`config.mk`:
```
export PLATFORM = sky130hd
export DESIGN_NAME = div_dispatch_8
export DESIGN_NICKNAME = d
export VERILOG_FILES = /design/src/rtl/div_pkg.sv /design/src/rtl/div_op_fifo.sv /design/src/rtl/div_dispatch_8.sv
export SDC_FILE = /design/constraint.sdc
export NUM_CORES = 1
export LEC_CHECK = 0
export ABC_CLOCK_PERIOD_IN_PS = 2600
export CORE_MARGIN = 1.5
export CORE_UTILIZATION = 53
export DETAILED_ROUTE_END_ITERATION = 6
export PLACE_DENSITY = 0.83
export SLEW_MARGIN = 15
export SYNTH_ARGS = -nofsm -noshare
export SYNTH_HDL_FRONTEND = slang
export SYNTH_SLANG_ARGS = --single-unit
```
`constraint.sdc`:
```
create_clock -name clk -period 2.6 [get_ports clk]
set_input_delay 0.39 -clock clk [delete_from_list [all_inputs] [get_ports clk]]
set_output_delay 0.39 -clock clk [all_outputs]
set_load 0.1 [all_outputs]
```
`src/rtl/div_pkg.sv`:
```
// Shared types and constants for the 8-bit divider dispatcher.
package div_pkg;

    localparam int WIDTH = 8;
    localparam logic [WIDTH-1:0] DZ_QUOTIENT = '1;

    typedef enum logic [2:0] {
        IDLE,
        ISSUE,
        WAIT,
        DZ,
        HOLD
    } div_state_e;

    function automatic logic [WIDTH-1:0] neg_w(input logic [WIDTH-1:0] v);
        return ~v + 1'b1;
    endfunction

endpackage

```
`src/rtl/div_op_fifo.sv`:
```
// Synchronous operand FIFO; no pass-through, extra pointer bit for full/empty.
module div_op_fifo #(
    parameter int DW    = 16,
    parameter int DEPTH = 4
) (
    input  logic          clk,
    input  logic          n_rst,
    input  logic          push,
    input  logic [DW-1:0] wdata,
    input  logic          pop,
    output logic [DW-1:0] rdata,
    output logic          full,
    output logic          empty
);

    localparam int AW = $clog2(DEPTH);

    logic [DW-1:0] mem [DEPTH];
    logic [AW:0]   wr_ptr;
    logic [AW:0]   rd_ptr;

    assign empty = (wr_ptr == rd_ptr);
    assign full  = (wr_ptr[AW] != rd_ptr[AW]) &&
                   (wr_ptr[AW-1:0] == rd_ptr[AW-1:0]);
    assign rdata = mem[rd_ptr[AW-1:0]];

    always_ff @(posedge clk) begin
        if (push) begin
            mem[wr_ptr[AW-1:0]] <= wdata;
        end
    end

    always_ff @(posedge clk or negedge n_rst) begin
        if (!n_rst) begin
            wr_ptr <= '0;
            rd_ptr <= '0;
        end else begin
            if (push) begin
                wr_ptr <= wr_ptr + 1'b1;
            end
            if (pop) begin
                rd_ptr <= rd_ptr + 1'b1;
            end
        end
    end

endmodule

```
`src/rtl/div_dispatch_8.sv`:
```
// Dispatcher for the 8-bit iterative divider: operand FIFO, launch FSM, div-by-zero trap.
// Define DIVU_SIGNED_EN for two's-complement operands with sign fix-up on capture.
module div_dispatch_8
    import div_pkg::*;
#(
    parameter int FIFO_DEPTH = 4
) (
    input  logic             clk,
    input  logic             n_rst,
    input  logic             in_valid,
    output logic             in_ready,
    input  logic [WIDTH-1:0] in_a,
    input  logic [WIDTH-1:0] in_b,
    output logic             div_start,
    output logic [WIDTH-1:0] div_src1,
    output logic [WIDTH-1:0] div_src2,
    input  logic [WIDTH-1:0] div_q,
    input  logic [WIDTH-1:0] div_r,
    input  logic             div_done,
    output logic             out_valid,
    input  logic             out_ready,
    output logic [WIDTH-1:0] out_q,
    output logic [WIDTH-1:0] out_r,
    output logic             out_dz
);

    logic [2*WIDTH-1:0] head;
    logic [WIDTH-1:0]   head_a;
    logic [WIDTH-1:0]   head_b;
    logic [WIDTH-1:0]   src_a;
    logic [WIDTH-1:0]   src_b;
    logic [WIDTH-1:0]   fix_q;
    logic [WIDTH-1:0]   fix_r;
    logic [WIDTH-1:0]   op_a;
    logic               full;
    logic               empty;
    logic               push;
    logic               pop;
    div_state_e         state;
    div_state_e         state_nxt;

    assign {head_a, head_b} = head;
    assign in_ready  = ~full;
    assign push      = in_valid & ~full;
    assign div_start = (state == ISSUE);
    assign out_valid = (state == HOLD);

    div_op_fifo #(
        .DW   (2 * WIDTH),
        .DEPTH(FIFO_DEPTH)
    ) u_fifo (
        .clk  (clk),
        .n_rst(n_rst),
        .push (push),
        .wdata({in_a, in_b}),
        .pop  (pop),
        .rdata(head),
        .full (full),
        .empty(empty)
    );

`ifdef DIVU_SIGNED_EN
    logic sgn_a;
    logic sgn_b;

    assign src_a = head_a[WIDTH-1] ? neg_w(head_a) : head_a;
    assign src_b = head_b[WIDTH-1] ? neg_w(head_b) : head_b;
    assign fix_q = (sgn_a ^ sgn_b) ? neg_w(div_q) : div_q;
    assign fix_r = sgn_a ? neg_w(div_r) : div_r;

    always_ff @(posedge clk or negedge n_rst) begin
        if (!n_rst) begin
            sgn_a <= 1'b0;
            sgn_b <= 1'b0;
        end else if (pop) begin
            sgn_a <= head_a[WIDTH-1];
            sgn_b <= head_b[WIDTH-1];
        end
    end
`else
    assign src_a = head_a;
    assign src_b = head_b;
    assign fix_q = div_q;
    assign fix_r = div_r;
`endif

    always_ff @(posedge clk or negedge n_rst) begin
        if (!n_rst) begin
            state <= IDLE;
        end else begin
            state <= state_nxt;
        end
    end

    always_comb begin
        state_nxt = state;
        pop       = 1'b0;
        unique case (state)
            IDLE: begin
                if (!empty) begin
                    pop       = 1'b1;
                    state_nxt = (head_b == '0) ? DZ : ISSUE;
                end
            end
            ISSUE: state_nxt = WAIT;
            WAIT: begin
                if (div_done) begin
                    state_nxt = HOLD;
                end
            end
            DZ:   state_nxt = HOLD;
            HOLD: begin
                if (out_ready) begin
                    state_nxt = IDLE;
                end
            end
            default: state_nxt = IDLE;
        endcase
    end

    // Divider operands only change on a real launch; a trapped pair leaves them alone.
    always_ff @(posedge clk or negedge n_rst) begin
        if (!n_rst) begin
            div_src1 <= '0;
            div_src2 <= '0;
            op_a     <= '0;
            out_q    <= '0;
            out_r    <= '0;
            out_dz   <= 1'b0;
        end else begin
            if (pop) begin
                op_a <= head_a;
                if (head_b != '0) begin
                    div_src1 <= src_a;
                    div_src2 <= src_b;
                end
            end
            if (state == DZ) begin
                out_q  <= DZ_QUOTIENT;
                out_r  <= op_a;
                out_dz <= 1'b1;
            end else if (state == WAIT && div_done) begin
                out_q  <= fix_q;
                out_r  <= fix_r;
                out_dz <= 1'b0;
            end
        end
    end

endmodule

```
==> impl.org, run 1 <==
** Floorplanning
- For this design the top-level I/O count stands at 73.
- The floorplan step defined a core boundary enclosing 0.00818 mm^2.
- Vertical extent of the die :: 94.8 um
- Starting utilization of the core area :: a little over half
- # rows :: 33
- Measured along the x axis, the die boundary spans 94.8 um.
- The die covers 0.00899 mm^2.

** Logic synthesis
- Yosys mapped the design onto 31 distinct sky130hd cell types.
- Of the post-synthesis cell area, the dominant cell type holds 43.0%.
- For this run, the register share of the synthesized area comes to 71.0%.
- Dominant cell type by area after synthesis :: edfxtp_1
- Cell types occupying the most area after synthesis :: edfxtp_1 (43%), dfrtp_1 (28%), mux4_2 (5.5%)
- Post-Syn Instances :: 260
- The number of nets handed over by synthesis was 302.
- Counting flops and latches in the post-synthesis netlist gives ~110.
- Averaged over all synthesized cells, the footprint is 17.2 um^2.
- Summing every instance area after synthesis gives about 0.0045 mm^2.
- Synth warnings :: 0

** Setup path
- In this run the worst setup path begins at u_fifo.rd_ptr[0].
- Traced cell by cell, the critical path runs through buf_4 -> mux4_1 -> nor4_2 -> a21boi_4 -> mux2_4.
- The endpoint identified for the worst register-to-register timing path is div_src2[3].
- Crit. path cell count :: 5
- For the worst setup path, the data arrival time is 2.91 ns.
- Worst flop-to-flop path startpoint :: u_fifo.rd_ptr[0]
- In this run the worst path has a maximum fanout of 16.
- Among cell families on the critical path, the largest total delay comes from multiplexers.
- Buf+Inv Stages, Crit Path :: 1
- Register-to-register path setup slack :: 0.09 ns
- Crit-path max cell delay :: 0.65 ns
- The worst register-to-register path has a depth of 5.
- Type of the setup path with the least slack :: register to register
- CP endpoint :: div_src2[3]
- At the worst endpoint, the required time is roughly 3.0 ns.
- Critical path's slowest cell :: mux4_1
- The worst setup path is launched from a register.
- The worst setup path is captured at a register.

** Drt
- Number of DRC violations after detailed-routing iteration 0 :: 169
- Average wire per standard cell :: 20.0 um
- The routed layout has 2678 vias.
- The routed design has 9390 um of wire.
- Average vias per placed instance :: 5.70
- The first detailed-routing pass ran for 5 iterations.
- Remaining number of nets flagged by the antenna check after routing :: 0
- After detailed routing, the number of remaining DRC violations is 0.

** Clock tree
- TritonCTS clock tree :: built
- The tree is rooted in a clkbuf_8.
- Clock-pin slew of the registers on the worst-case setup and hold paths :: approximately 0.060 ns
- CTS sink count :: roughly 110
- Clock buffers created by TritonCTS :: 17
- Number of levels the H-tree was split into :: 4
- The longest clock path from root to sink contains 2 buffers.
- The later pin in the worst-skew pair is clocked with a latency of 0.52 ns.

** Finish
- Most common cell after layout, fill and taps aside :: edfxtp_1
- In the final design database the tool counted 394 nets.
- P&R area growth vs syn :: 32.7%
- Summing all flip-flop and latch instances after layout gives 0.00317 mm^2.
- The top cell types in the final layout, fill and taps aside, are edfxtp_1 (64), dfrtp_1 (50), buf_4 (45).
- Fill cells in the final layout number 502.
- Ant diodes :: 0
- Final Core Density :: ~72%
- Summing all multi-input logic gate instances after layout gives 0.00124 mm^2.
- Proportion of layout cells with a drive suffix above 1 :: 32.9%

** STA
- Slew at the pin with the worst max-slew slack :: between 0.7 and 0.8 ns
- Period utilisation layout :: 96.6%
- Derived from the worst setup path, the maximum achievable clock frequency is 398 MHz.
- Maximum clock skew at final layout :: 0.0101 ns
- Headroom to the max-slew limit :: 51.5%
- Setup repair after global routing left no endpoint under its margin.
- Final number of setup-violating endpoints :: 0
- Sum Neg Setup Slack :: 0 ns
- Crit path time final :: 2.51 ns
- The count of final max-slew check failures is 0.
- The number of failing hold endpoints at the final stage is 0.

** Global routing
- The number of global-route vias before repair is 2726.
- The first global-routing pass estimated 14500 um of wire.
- Global routing used 22.9% of the available tracks.
- The initial antenna violation count came to 0.
- For this run the aggregate overflow at the end of global routing stands at 0.
- Maximum number of pins on one net before global-route repair :: 36

** Placed design
- Total half-perimeter wirelength after legalization and detailed placement :: between 5000 and 6000 um
- Input and output buffers added on the ports amount to 72.
- GPL Wtd Cong :: 0.772

** Status
- The flow ran to the end, and the final reports show no timing, DRC or antenna violations.

** Worst hold path
- The path class of the tightest hold or removal check is primary input to async pin.

** Job
- Max-cap violations in this run came to 0.
[per-stage QoR]
| step | hold slack (ns) | cells | cell area (um^2) | setup WS (ns) |
|---|---|---|---|---|
| 2_1_floorplan | 0.0944 | 260 | 4470 | 0.368 |
| 3_3_place_gp | 0.308 | 437 | 5280 | 0.0859 |
| 3_5_place_dp | 0.306 | 437 | 5280 | 0.00468 |
| 4_1_cts | 0.302 | 470 | 5920 | 0.0304 |
| 5_1_grt | 0.326 | 470 | 5930 | 0.0127 |
| 6_report | 0.298 | 470 | 5930 | 0.0889 |
[logic make-up (layout without fill, tap and decap cells)]
family / after synthesis / after routing / synth area share, %
XOR/XNOR: 8 / 8 / 1.57
AND/OR/NAND/NOR: 42 / 42 / 4.17
multiplexers: 41 / 41 / 15.6
buffers and inverters: 17 / 122 / 1.93
adder cells (fa/ha/maj): 5 / 5 / 1.40
AO/OA/AOI/OAI: 33 / 33 / 4.26
flip-flops: 114 / 114 / 71.0
[cell usage after synthesis, drive strengths merged]
master / n
edfxtp: 64
dfrtp: 50
mux2: 25
nand2: 20
o21ai: 20
mux4: 16
nor2: 9
o22ai: 8
buf: 6
and2: 5
clkbuf: 5
ha: 5
inv: 5
xnor2: 5
xor2: 3
a31oi: 2
nor3: 2
nor4: 2
a21boi: 1
a21o: 1
a221oi: 1
clkinv: 1
nand3: 1
nand4: 1
nor2b: 1
or3: 1
[worst reg2reg max path: stages (launching register included)]
cell      delay, ns
dfrtp_1        0.37
buf_4          0.23
mux4_1         0.65
nor4_2         0.47
a21boi_4       0.30
mux2_4         0.37
[registers in the layout, indices dropped and copies added, names as in the netlist]
name / cells
out_q: 8
state: 3
u_fifo.rd_ptr: 3
div_src2: 8
out_r: 8
u_fifo.mem: 64
out_dz: 1
u_fifo.wr_ptr: 3
div_src1: 8
op_a: 8
[worst min-delay path by stage]
stage          start           to  slack, ns  cells past startpoint
2_1_floorplan  n_rst  div_src1[0]       0.09                      0
3_3_place_gp   n_rst     out_r[4]       0.31                      1
3_5_place_dp   n_rst     out_r[4]       0.31                      1
4_1_cts        n_rst     out_r[4]       0.30                      2
5_1_grt        n_rst     out_r[4]       0.33                      2
6_report       n_rst     out_r[3]       0.30                      2
[layer usage]
layer	share of wire, %	GRT usage (%)
met1	41	28.3
met2	50	35.1
met3	6.2	8.13
met4	3.1	12.9
met5	0	0
[layout make-up]
class	instances	share of cell area, %
clock buffer	17	6.99
tap	105	2.22
multi-input combinational	129	20.9
inverter	6	0.380
timing repair buffer	84	12.5
clock inverter	15	3.46
sequential	114	53.5
[repair_timing]
item                                    in CTS  in global routing
endpoints found under the setup margin      16                 16
hold endpoints to repair                    15                  0
setup buffers                                0                  0
cloned                                       0                  0
hold buffers                                 1                  0
resized for setup                            2                  1
Power of run 1 is left out: the tool's default activity adds up to more than one toggle a clock period on the data nets, which glitch-free logic cannot reach.
==> run 2, diff against run 1 <==
Settings changed: CORE_UTILIZATION 53 to 50, PLACE_DENSITY 0.83 to 0.79.
==> run 2 against run 1 <==
  * Core utilization is 4.7 points lower
  * Global-route usage down 2.4 points
  * Sequential cell count is the same
  * Setup slack improved by 0.13 ns
  * Critical path depth unchanged
  * Maximum frequency rose by 5.4%
  * Highest routed layer unchanged
  * Cell count rose by 1.1%
  * Count of clock-buffer cells in the layout is 4 higher
==> impl.org, run 2 (same netlist as run 1, synthesis figures left out) <==
** Status
- Outcome :: finished, final reports clean

** Global routing
- Via count of the first global-routing pass :: 2705 (-0.77%)
- Residual overflow from global routing :: 0 (unchanged)
- The total global routing track utilization was 20.5% (-2.4 points).
- The initial antenna violation count was 0 (unchanged).
- The global-route wire length before repair came to 14500 um (about the same).
- Maximum number of pins on one net before global-route repair :: 51 (+42%)

** Setup path
- The highest cell delay on the worst timing path was 0.62 ns (-0.03 ns).
- Worst flop-to-flop path startpoint :: u_fifo.rd_ptr[0]
- CP Capture Type :: register
- STA classifies the critical path startpoint as a register.
- Critical path's slowest cell :: mux4_1
- Walking the worst path, the cells encountered are buf_4 -> mux4_1 -> nor4_2 -> a21boi_4 -> mux2_4.
- The largest fanout of any net on the critical path is 16 (unchanged).
- The data arrival time at the worst-slack endpoint is 2.78 ns (-0.13 ns).
- The worst-case register-to-register setup slack was 0.22 ns (+0.13 ns).
- The worst setup path is of the register to register kind.
- Kind of cell with the highest combined delay on the critical path :: multiplexers
- The worst register-to-register path ends at div_src1[5].
- The required time of the worst setup path was 3.00 ns (about the same).
- Worst R2R Path Depth :: 5 (unchanged)
- Buf+Inv Stages, Crit Path :: 1 (unchanged)

** Drt
- The per-cell routed wire length is 18.5 um (-7.3%).
- Number of DRC violations after detailed-routing iteration 0 :: 128 (-24%)
- Average vias per placed instance :: 5.32 (-6.7%)
- The first-pass iteration count of the detailed router came to 4 (-1).
- Total detailed-routing wirelength :: 8790 um (-6.4%)
- The remaining number of nets flagged by the antenna check after routing was 0 (unchanged).
- The count of unresolved DRC violations after routing was 0 (unchanged).
- Number of vias after detailed routing :: 2526 (-5.7%)

** Floorplanning
- The overall die height is 97.5 um (+2.9%).
- The placeable core region is 0.00868 mm^2 (+6.2%).
- The starting density of the core was 51.5% (-3.2 points).
- # rows :: 34 (+3.0%)
- Horiz. Die Dim :: 97.5 um (+2.9%)
- Ports placed on the boundary :: 73 (unchanged)
- Area of the die :: 0.00951 mm^2 (+5.8%)

** STA
- Final hold slack :: 0.475 ns (+0.177 ns)
- Unrepaired setup endpoints after global routing :: no
- Sum Neg Setup Slack :: 0 ns (unchanged)
- The total setup violations reported at the end of the flow is 0 (unchanged).
- Slew at the pin with the worst max-slew slack :: 0.692 ns (-0.0337 ns)
- Timing-limited maximum frequency :: 420 MHz (+5.4%)
- Count of endpoints failing hold in the final timing report :: 0 (unchanged)
- The count of final max-slew check failures came to 0 (unchanged).
- Crit path time final :: 2.38 ns (-0.128 ns)
- Maximum clock skew at final layout :: 0.00816 ns (-0.00193 ns)
- The share of the cycle needed by the critical path after routing came to 91.7% (-4.9 points).
- The post-route worst setup slack is 0.216 ns (+0.128 ns).
- Headroom to the max-slew limit :: 53.7% (+2.3 points)

** Clock tree
- The total setup buffers inserted after CTS was 0 (unchanged).
- The H-tree level count is 4 (unchanged).
- Clock-pin slew of the registers on the worst-case setup and hold paths :: 0.06 ns (about the same)
- The total number of clock tree sinks came to 114 (unchanged).
- In this run the clock root is driven by a clkbuf_8.
- TritonCTS clock tree :: built
- Clock latency of the later-clocked register in the worst-skew pair :: 0.51 ns (about the same)
- Clock Path Buffers :: 2 (unchanged)
- Clock buffers created by TritonCTS :: 17 (unchanged)

** Finish
- The final cell count without fillers was 475 (+1.1%).
- The top cell types in the final layout, fill and taps aside, are edfxtp_1 (64), dfrtp_1 (50), buf_4 (47).
- The flip-flop count of the largest register, all copies and words added was 64 (unchanged).
- P&R area growth vs syn :: 31.7%
- The layout net count is 396 (+0.51%).
- The library cell used most frequently in the layout, excluding fill and tap cells, is edfxtp_1.
- Ant diodes :: 0 (unchanged)
- The share of post-route cells with drive strength above 1 was 33.2% (+0.37 points).

** Placed design
- The half-perimeter wire length after placement came to 5640 um (-3.5%).
- GPL Wtd Cong :: 0.759 (-1.6%)
- The number of placed instances, taps included was 442 (+1.1%).
- Setup Slack @ Placement :: 0.0280 ns (+0.0233 ns)
- Count of port buffers added during placement :: 72 (unchanged)

** Worst hold path
- The worst hold path belongs to the class primary input to register.
- Hold path depth :: 3
- Worst Min Path Start :: div_q[0]
- End point of the most critical hold path :: out_q[0]

** Job
- Max cap viols :: 0 (unchanged)
[run 2: changes by cell type in the layout (fill, tap and decap cells not counted), sizes merged]
cell    delta
inv        -3
buf        +2
bufinv     -4
clkinv     +3
clkbuf     +4
[run 2: what timing repair did]
action	in CTS	in global routing
hold buffers	1	0
setup endpoints to repair	0	16
gates resized for setup	0	3
endpoints found under the hold margin	50	0
[run 2: how the worst max path moves through the flow]
stage                     slack (ns)  depth (start not counted)              from     endpoint
after global placement          0.09                          5  u_fifo.rd_ptr[0]  div_src1[5]
after CTS                       0.02                          5  u_fifo.rd_ptr[0]  div_src1[5]
after global routing            0.11                          5  u_fifo.rd_ptr[0]  div_src1[5]
final                           0.22                          5  u_fifo.rd_ptr[0]  div_src1[5]
after floorplan                 0.37                          6  u_fifo.rd_ptr[0]  div_src1[5]
after detailed placement        0.03                          5  u_fifo.rd_ptr[0]  div_src2[5]
[run 2: layout make-up]
class,count,area (um^2)
Clock buffer,21,482
Clock inverter,11,76.3
Fill cell,591,2800
Inverter,6,22.5
Multi-Input combinational cell,129,1240
Sequential cell,114,3170
Tap cell,108,135
Timing Repair Buffer,86,758
[run 2: metal layers]
| layer | share of wire [%] | GRT usage [%] | up-vias |
|---|---|---|---|
| met1 | 42 | 25.9 | 1255 |
| met2 | 50 | 32.3 | 80 |
| met4 | 2.4 | 9.89 | 0 |
| li1 | - | - | 1173 |
| met5 | 0 | 0 | - |
| met3 | 5.6 | 6.47 | 18 |
[run 2: tightest hold or removal path: cells and delay by family]
kind / cells / cell delay [ns]
compound gates: 1 / 0.07
buf+inv: 1 / 0.40
simple gates: 1 / 0.08
[run 2: per-stage QoR]
| step | utilization, % | cell area [um^2] |
|---|---|---|
| 2_1_floorplan | - | 4470 |
| 3_3_place_gp | 61.0 | 5300 |
| 3_5_place_dp | 61.0 | 5300 |
| 4_1_cts | 67.6 | 5860 |
| 5_1_grt | 67.8 | 5880 |
| 6_report | 67.8 | 5880 |
Power of run 2 is left out for the same reason.
==> run 3, diff against run 2 <==
Settings changed: SYNTH_HIERARCHICAL from default to 1.
==> run 3 against run 2 <==
  * Cell count up 0.84%
  * Area after synthesis up 1.9%
  * Critical endpoint is now div_src1[2]
  * Setup slack worse by 0.019 ns
  * Synthesized cell count down 1.2%
  * Critical path depth up 1
  * Global-route usage down 1.4 points
  * First-iteration DRC count down 29%
  * Non-clock buffer count up 7
  * Worst hold slack worse by 0.098 ns
  * Sequential share of layout area down 0.77 points
  * Highest routed layer unchanged
  * Clock skew about the same
  * Maximum frequency down 0.78%
==> impl.org, run 3 <==
** Global routing
- The initial antenna violation count was 0 (unchanged).
- The fraction of met3 tracks used by global routing came to 6.31% (-0.16 points).
- After global routing, the most crowded layer is met2.
- GRT Util Overall :: 19.1% (-1.4 points)
- Maximum number of pins on one net before global-route repair :: 32 (-37%)
- First-pass GRT wire length :: 13700 um (-5.4%)
- Residual overflow from global routing :: 0 (unchanged)
- Met1 layer usage reported by global route :: 23.0% (-3.0 points)
- The number of global-route vias before repair was 2680 (-0.92%).
- Met2 routing resource usage after global routing :: 32.1% (-0.18 points)

** Job
- The max capacitance violation total came to 0 (unchanged).

** Finish
- Max reg flops :: 64 (unchanged)
- The post-route cell area was 0.00597 mm^2 (+1.4%).
- Count of fill cells added during filler insertion :: 569 (-3.7%)
- The number of diodes came to 0 (unchanged).
- Most common cell after layout, fill and taps aside :: edfxtp_1
- Leaving out fill and tap cells, the most frequent cells in the layout are edfxtp_1 (64), buf_4 (54), dfrtp_1 (50).
- Final instance count without filler cells :: 479 (+0.84%)
- From synthesis to final layout, the design area changed by 31.1%.
- Layout Nets :: 401 (+1.3%)
- The share of post-route cells with drive strength above 1 came to 28.3% (-4.9 points).

** Logic synthesis
- Count of distinct cell types in the synthesized netlist :: 32 (+3.2%)
- The fraction of the yosys area taken by sequential cells was 69.7% (-1.3 points).
- Post-Syn Instances :: 257 (-1.2%)
- Post-synth EDFFs :: 64 (unchanged)
- Sorting the synthesized cells by area gives the leading types as edfxtp_1 (42%), dfrtp_1 (27%), mux4_1 (4.6%).
- The post-synthesis average cell area came to 17.7 um^2 (+3.1%).
- The number of storage elements in the synthesis netlist came to 114 (unchanged).
- Flip-flop cell with the highest count after synthesis :: edfxtp_1
- The commonest cells after synthesis are edfxtp_1 (64), dfrtp_1 (50), inv_1 (21).
- Area of the mapped netlist :: 0.00455 mm^2 (+1.9%)
- Synth warnings :: 6 (+6)
- Dominant cell type by area after synthesis :: edfxtp_1
- The net count of the mapped netlist was 299 (-0.99%).
- The share of flip-flops with an asynchronous set or reset after synthesis was 43.9% (unchanged).
- Yosys instantiated no cell more often than edfxtp_1.
- The share of the synthesized area in the top cell type is 42.2% (-0.82 points).

** STA
- The highest clock rate is 416 MHz (-0.78%).
- Maximum clock skew at final layout :: 0.00800 ns (-0.000160 ns)
- Final number of setup-violating endpoints :: 0 (unchanged)
- Period utilisation layout :: 92.4% (+0.72 points)
- Crit path time final :: 2.40 ns (+0.0188 ns)
- The post-route worst setup slack was 0.198 ns (-0.0188 ns).
- Unrepaired setup endpoints after global routing :: no
- Count of endpoints failing hold in the final timing report :: 0 (unchanged)
- Headroom to the max-slew limit :: 44.2% (-9.5 points)
- Pins over their slew limit :: 0 (unchanged)
- The pin slew with the least headroom to its limit came to 0.830 ns (+0.138 ns).

** Setup path
- In this run the critical register-to-register path is launched from u_fifo/wr_ptr[0].
- CP Capture Type :: register
- STA classifies the critical path startpoint as a register.
- The depth of the worst register-to-register path was 6 (+1).
- Arrival time at the worst endpoint :: 2.78 ns (about the same)
- Kind of cell with the highest combined delay on the critical path :: simple AND/OR/NAND/NOR gates
- The number of buffers and inverters on the critical path is 1 (unchanged).
- The highest cell delay on the worst timing path came to 0.64 ns (+0.02 ns).
- Register-to-register path setup slack :: 0.20 ns (-0.02 ns)
- Endpoint of the lowest-slack register-to-register path :: div_src1[2]
- Traced cell by cell, the critical path runs through xor2_1 -> nor3b_1 -> nor4_4 -> a21boi_4 -> buf_4 -> mux2_1.
- The largest fanout of any net on the critical path is 12 (-4).
- The worst setup path is of the register to register kind.
- The required time of the worst setup path came to 2.97 ns (-0.03 ns).
- Critical path's slowest cell :: nor4_4

** Clock tree
- The total setup buffers inserted after CTS was 0 (unchanged).
- Number of levels the H-tree was split into :: 4 (unchanged)
- Clock buffers created by TritonCTS :: 17 (unchanged)
- The insertion delay to the later sink of the worst-skew pair was 0.50 ns (about the same).
- TritonCTS clock tree :: built
- Clock-pin slew of the registers on the worst-case setup and hold paths :: 0.05 ns (about the same)
- The largest buffer count on any clock path was 2 (unchanged).
- The cell sitting at the root of the clock tree is a clkbuf_8.
- Post-CTS sizing :: 0 (unchanged)
- The total number of clock tree sinks came to 114 (unchanged).

** Floorplanning
- Vertical extent of the die :: 98.4 um (+0.93%)
- Ports placed on the boundary :: 73 (unchanged)
- Core ar. :: 0.00876 mm^2 (+0.98%)
- Area of the die :: 0.00969 mm^2 (+1.9%)
- The width of the die was 98.4 um (+0.93%).
- Starting utilization of the core area :: 52.0% (+0.49 points)
- # rows :: 34 (unchanged)

** Drt
- Number of detailed-route iterations in the first pass :: 4 (unchanged)
- Number of vias after detailed routing :: 2492 (-1.3%)
- The routed wire length is 8570 um (-2.5%).
- The detailed-route vias per instance came to 5.20 (-2.2%).
- Remaining number of nets flagged by the antenna check after routing :: 0 (unchanged)
- The per-cell routed wire length came to 17.9 um (-3.3%).
- Number of design rule violations left after detail routing :: 0 (unchanged)
- The DRC violation total after the first TritonRoute iteration came to 91 (-29%).

** Placed design
- The half-perimeter wire length after placement was 5710 um (+1.2%).
- The final estimated routing congestion in global placement was 0.724 (-4.6%).
- Setup Slack @ Placement :: 0.192 ns (+0.164 ns)
- Placed Cells incl. Taps :: 447 (+1.1%)
- The quantity of I/O buffers inserted on ports was 72 (unchanged).
- The standard cell area after detailed placement came to 0.00542 mm^2 (+2.3%).

** Status
- Outcome :: finished, final reports clean

** Worst hold path
- The min-delay analysis places its worst path in the category primary input to async pin.
-- run 3: what timing repair did --
action / CTS / global route
endpoints found under the hold margin: 19 / 0
endpoints found under the setup margin: 0 / 0
hold buffers: 1 / 0
-- run 3: cells by family (layout without fill, tap and decap cells) --
group,Yosys count,count (layout),share of synthesized area [%]
fa+ha+maj,5,5,1.37
flops,114,114,69.7
compound gates,13,13,2.06
xor+xnor,7,7,1.35
simple gates,28,28,3.57
buf+inv,32,146,3.46
mux,58,58,18.5
-- run 3: how the worst max path moves through the flow --
stage / startpoint / endpoint / cells after the start
after floorplan: state[1] / out_valid / 2
after global placement: u_fifo/rd_ptr[0] / div_src1[4] / 7
after detailed placement: u_fifo/rd_ptr[0] / div_src1[0] / 7
after CTS: u_fifo/wr_ptr[0] / div_src2[7] / 6
after global routing: u_fifo/wr_ptr[0] / div_src1[2] / 6
final: u_fifo/wr_ptr[0] / div_src1[2] / 6
-- run 3: layout make-up --
cell class                 instances  area, um^2  share of cell area, %
timing repair buffer              93         811                   13.6
sequential                       114        3170                   53.2
inverter                          22        82.6                   1.38
clock buffer                      19         422                   7.06
clock inverter                    12         118                   1.97
multi-input combinational        111        1230                   20.6
tap                              108         135                   2.26
-- run 3: through the flow --
stage / util (%) / setup TNS [ns] / hold WS [ns]
after floorplan: - / -1.66 / 0.0944
final: 68.1 / 0 / 0.377
after CTS: 68.1 / 0 / 0.365
after detailed placement: 61.8 / 0 / 0.365
after global placement: 61.8 / 0 / 0.355
after global routing: 68.1 / 0 / 0.387
-- run 3: per-layer routing --
layer	vias to the layer above	share of wire, %
met4	0	1.1
met1	1250	43
met5	-	0
li1	1167	-
met3	9	4.7
met2	66	51
Power of run 3 is left out for the same reason.
